$ cat config.mk
export PLATFORM = sky130hd
export DESIGN_NAME = mem_chk_rd_pipe
export DESIGN_NICKNAME = d
export VERILOG_FILES = /design/src/rtl/mem_chk_pkg.sv /design/src/rtl/mem_chk_rd_pipe.sv
export SDC_FILE = /design/constraint.sdc
export NUM_CORES = 1
export LEC_CHECK = 0
export BUFFER_PORTS_ARGS = -buffer_cell sky130_fd_sc_hd__clkbuf_2
export CAP_MARGIN = 40
export CORE_AREA = 2 2 252 254
export CTS_CLUSTER_DIAMETER = 50
export DETAILED_ROUTE_END_ITERATION = 12
export DIE_AREA = 0 0 254 256
export GPL_TIMING_DRIVEN = 0
export PLACE_DENSITY_LB_ADDON = 0.12
export SYNTH_ARGS = -nofsm -noshare
export SYNTH_HDL_FRONTEND = slang
export SYNTH_SLANG_ARGS = --single-unit
$ cat constraint.sdc
create_clock -name clk -period 0.8 [get_ports clk]
set_input_delay 0.12 -clock clk [delete_from_list [all_inputs] [get_ports clk]]
set_output_delay 0.12 -clock clk [all_outputs]
set_load 0.02 [all_outputs]
$ cat src/rtl/mem_chk_pkg.sv
// Shared types and limits for the memory scoreboard checker.
// Pipeline entries are sized for the widest supported configuration.
package mem_chk_pkg;

   localparam int RD_LAT_MIN = 1;
   localparam int RD_LAT_MAX = 8;
   localparam int ERR_CNT_W  = 16;

   localparam int ENT_AW_MAX = 32;
   localparam int ENT_DW_MAX = 256;
   localparam int ENT_NB_MAX = ENT_DW_MAX / 8;

   typedef struct packed {
      logic                  valid;
      logic [ENT_AW_MAX-1:0] addr;
      logic [ENT_DW_MAX-1:0] exp;
      logic [ENT_NB_MAX-1:0] mask;
   } rd_entry_t;

   localparam int ENT_W = $bits(rd_entry_t);

endpackage

$ cat src/rtl/mem_chk_rd_pipe.sv
// RD_LAT-deep delay line of read snapshots. The valid bit is the MSB of an
// entry and is the only part cleared by reset; payload just follows along.
module mem_chk_rd_pipe
   import mem_chk_pkg::*;
#(
   parameter int RD_LAT = 2
) (
   input  logic             clk,
   input  logic             reset,
   input  logic [ENT_W-1:0] ent_in,
   output logic [ENT_W-1:0] ent_out
);

   logic [RD_LAT-1:0] vld_p;
   logic [ENT_W-2:0]  pay_p [RD_LAT];

   always_ff @(posedge clk or posedge reset) begin
      if (reset) begin
         vld_p <= '0;
      end else begin
         vld_p[0] <= ent_in[ENT_W-1];
         for (int i = 1; i < RD_LAT; i++) vld_p[i] <= vld_p[i-1];
      end
   end

   always_ff @(posedge clk) begin
      pay_p[0] <= ent_in[ENT_W-2:0];
      for (int i = 1; i < RD_LAT; i++) pay_p[i] <= pay_p[i-1];
   end

   assign ent_out = {vld_p[RD_LAT-1], pay_p[RD_LAT-1]};

endmodule

# Yosys cells after proc, flatten, opt, wreduce, memory -nomap -nowiden
# Memories as Yosys holds them, arrays and structs flattened.
# Index checks and enable logic that the tools add are counted.
# Widths: inputs -> output; s select.
# classes
n_addsub,0
mul,0
div_mod_pow,0
order_cmp,0
eq_ne,0
n_shift,0
mux,0
bitwise,0
n_reduce_logical,0
# totals
reg_bits,2
latch_bits,0
ram_bits,640
rom_bits,0
in_bits,323
out_inout_bits,321
word_cells,2
mem_count,1
# mem_list
memory,words,word_bits,rd,rd_clocked_by_memory_dff,write_ports,line_no,source
pay_p,2,320,2,0,2,mem_chk_rd_pipe.sv:15,logic [ENT_W-2:0] pay_p [RD_LAT];

# Depth between registers and ports, before layout
# depth
ltp_word,0
mapped_depth,1
depth_no_buf,1

# Worst setup path after synthesis
# No wires, ideal clock.
# synth_path
kind,register to output
startpoint,reg vld_p[1]
endpoint,out ent_out[320]
t_arrival_ns,0.482
t_required_ns,0.680
setup_slack_ns,0.198
path_stages_with_launch,2
n_path_buf,1
path_cell_list,dfrtp_1 > buf_4
# synth_lines
item,line_no,source
"start, declared",mem_chk_rd_pipe.sv:14,logic [RD_LAT-1:0] vld_p;
"start signal, assigned",mem_chk_rd_pipe.sv:19,vld_p <= '0;
"end, declared",mem_chk_rd_pipe.sv:11,output logic [ENT_W-1:0] ent_out
# No word-level cell between the ends.

# Final worst setup path
# layout_path
startpoint,reg vld_p[1]
endpoint,out ent_out[320]
# No word-level cell between the ends.

==> summary.txt <==
status = complete, but fails checks
failing checks = setup timing
Fin. Hold Viols = 0
Max clock buf depth = 3
Slew Limit Fails = 0
reg-to-reg setup timing slack = 310 ps
Power Density = 2850 nW/um^2
Setup TNS = -115,050 ps
vias in the first global route = 9,527
Syn Area/Cell = 15.8 sq um
Yosys cell types = 4
routability cong. = 0.744
initial core utilization = 0.245
post-layout util = 0.429
fin crit period = 1230 ps
crit-path max cell delay = 370 ps
share of cells above drive strength 1 = 0.624
Die Ht = 256 um
Worst Hold Class = in2reg
top achievable clock speed = 812 MHz
R2R Path End = vld_p[1]
net count after synthesis = 1,287
#FFs+latches synth = 642
FILL cells = 5,761
Synth warnings = 0
launch point of the worst reg-to-reg path = vld_p[0]
clk root buf = clkbuf_16
total CTS buffers = 78
synthesized cell area = 15,300 sq um
htree depth = 3
Area Growth Syn to Fin = 75.1%
synth top area cells = dfxtp_1 (84%), buf_4 (16%), dfrtp_1 (0.33%), inv_1 (0.025%)
RSZ-0062 raised after global routing = yes
Worst Tran Pin Value = 141 ps
average wire per cell in the routed design = 14.3 um
Register Area = 13,300 sq um
number of cell rows = 92
Initial DRC Count = 151
Final WS setup = -431 ps
top-area cell type share of the netlist area = 0.839
ANT nets after route = 0
Post CTS Setup Buffer Count = 0
Max-Cap Viols = 0
Worst Hold Path EP = pay_p[0][121]
post-synthesis cell count = 964
slew margin rel. = 0.906
CTS tree = built
Max Clock Skew = 19.3 ps
CP Buf/Inv Count = 1
CP arrival = 1110 ps
first-pass GRT wire length = 54,200 um
clk sinks = 642
Initial DRT Pass Iterations = 4
Yosys top cell by area = dfxtp_1
DRC = 0
post-synthesis sequential area ratio = 0.842
fin nets = 2,012
GR Overflow Total = 0
crit-path leading delay family = flip-flops
kind of critical path = reg2out
initial antenna violation count = 5
largest net degree at the start of global routing = 15
Reg clk slew, reported paths = 60 ps
final number of setup-violating endpoints = 321
Crit. End Element = output pin
r2r worst-path depth = 0
multi-input logic area = 0 sq um
I/O pin cnt = 644
Die Span X = 254 um
Leakage = 11.8 nW
data required time of the worst path = 680 ps
final hold slack = 148 ps
Cell Chain, Critical Path = clkbuf_8
DP HPWL = 27,600 um
worst skew pair latency = 600 ps
Die ar. = 65,000 sq um
Tot GR Track Use = 0.112
Via Count = 8,448
Multi-input comb cells = 0
Max rail drop VDD = 1.85 mV
CP Max Fanout = 1
dpl ws = 77.7 ps
Core Box Area = 62,400 sq um
hold path start = ent_in[121]
vias per cell = 3.25
worst hold stages = 2
IO Port Bufs = 643
period utilization = 1.54
Post-Route WL = 37,200 um
slowest CP cell = dfrtp_1
Worst Setup Start Kind = flop
## final cells by class
class	count	share of cell area
flip-flops and latches	642	0.496
well taps	846	0.0396
inverters	1	0.000140
clock buffers	107	0.0843
clock inverters	38	0.0181
repair buffers	966	0.362
diodes	1	0.0000935
## cells by family (layout without fill, tap and decap cells)
kind of cell           Yosys count  after routing  share of synthesized area
other                            0              1                          0
buffers and inverters          322           1112                      0.158
DFF                            642            642                      0.842
## power by group
part | switching (W) | leakage [nW] | internal (W)
registers | 0.000763 | 5.43 | 0.0339
clock network | 0.0140 | 1.34 | 0.0219
logic | 0.00208 | 5.08 | 0.00372
total | 0.0168 | 11.8 | 0.0595
## placed cells by master (no fill, tap or decap), types with 3 or more instances in the layout
| master | Yosys | layout |
|---|---|---|
| buf_8 | 0 | 318 |
| bufinv_16 | 0 | 5 |
| clkbuf_1 | 0 | 13 |
| clkbuf_16 | 0 | 83 |
| clkbuf_2 | 0 | 322 |
| clkbuf_8 | 0 | 14 |
| clkinv_2 | 0 | 7 |
| clkinv_4 | 0 | 8 |
| clkinvlp_4 | 0 | 3 |
| dfxtp_1 | 640 | 320 |
| dfxtp_2 | 0 | 319 |
| dlygate4sd3_1 | 0 | 323 |
| inv_6 | 0 | 4 |
| inv_8 | 0 | 6 |
## stage by stage
step | area, sq um | total power [W] | std cells
floorplan | 15300 | 0.0370 | 964
global placement | 19600 | 0.0389 | 2453
detailed placement | 19600 | 0.0389 | 2453
CTS | 26300 | 0.0771 | 2600
global route | 26800 | 0.0794 | 2601
finish | 26800 | 0.0763 | 2601
## how the worst max path moves through the flow
stage / from / end / slack, ps / depth (start not counted)
floorplan: vld_p[1] / ent_out[320] / 200 / 1
global placement: pay_p[0][638] / ent_out[318] / 70 / 2
detailed placement: pay_p[0][586] / ent_out[266] / 80 / 2
CTS: pay_p[0][452] / ent_out[132] / -490 / 1
global route: vld_p[1] / ent_out[320] / -500 / 1
finish: vld_p[1] / ent_out[320] / -430 / 1
## routing by layer
layer	up-vias	track usage	part of all wire
met5	-	0	0.0013
met4	8	0.0598	0.043
met3	94	0.0493	0.094
met2	374	0.203	0.52
met1	3861	0.105	0.34
li1	4111	-	-
## repair_timing
action,4_1_cts,5_1_grt
gates cloned,0,0
hold endpoints to repair,323,0
endpoints found under the setup margin,321,321
hold buffers,323,0
resized for setup,945,323
## synth_stat cells (all sizes together)
| master | n |
|---|---|
| inv | 1 |
| buf | 321 |
| dfrtp | 2 |
| dfxtp | 640 |
## state kept, by name, indices dropped and copies added (netlist names)
register and count:
vld_p 2, pay_p 640
Power figures use the tool's default switching activity.
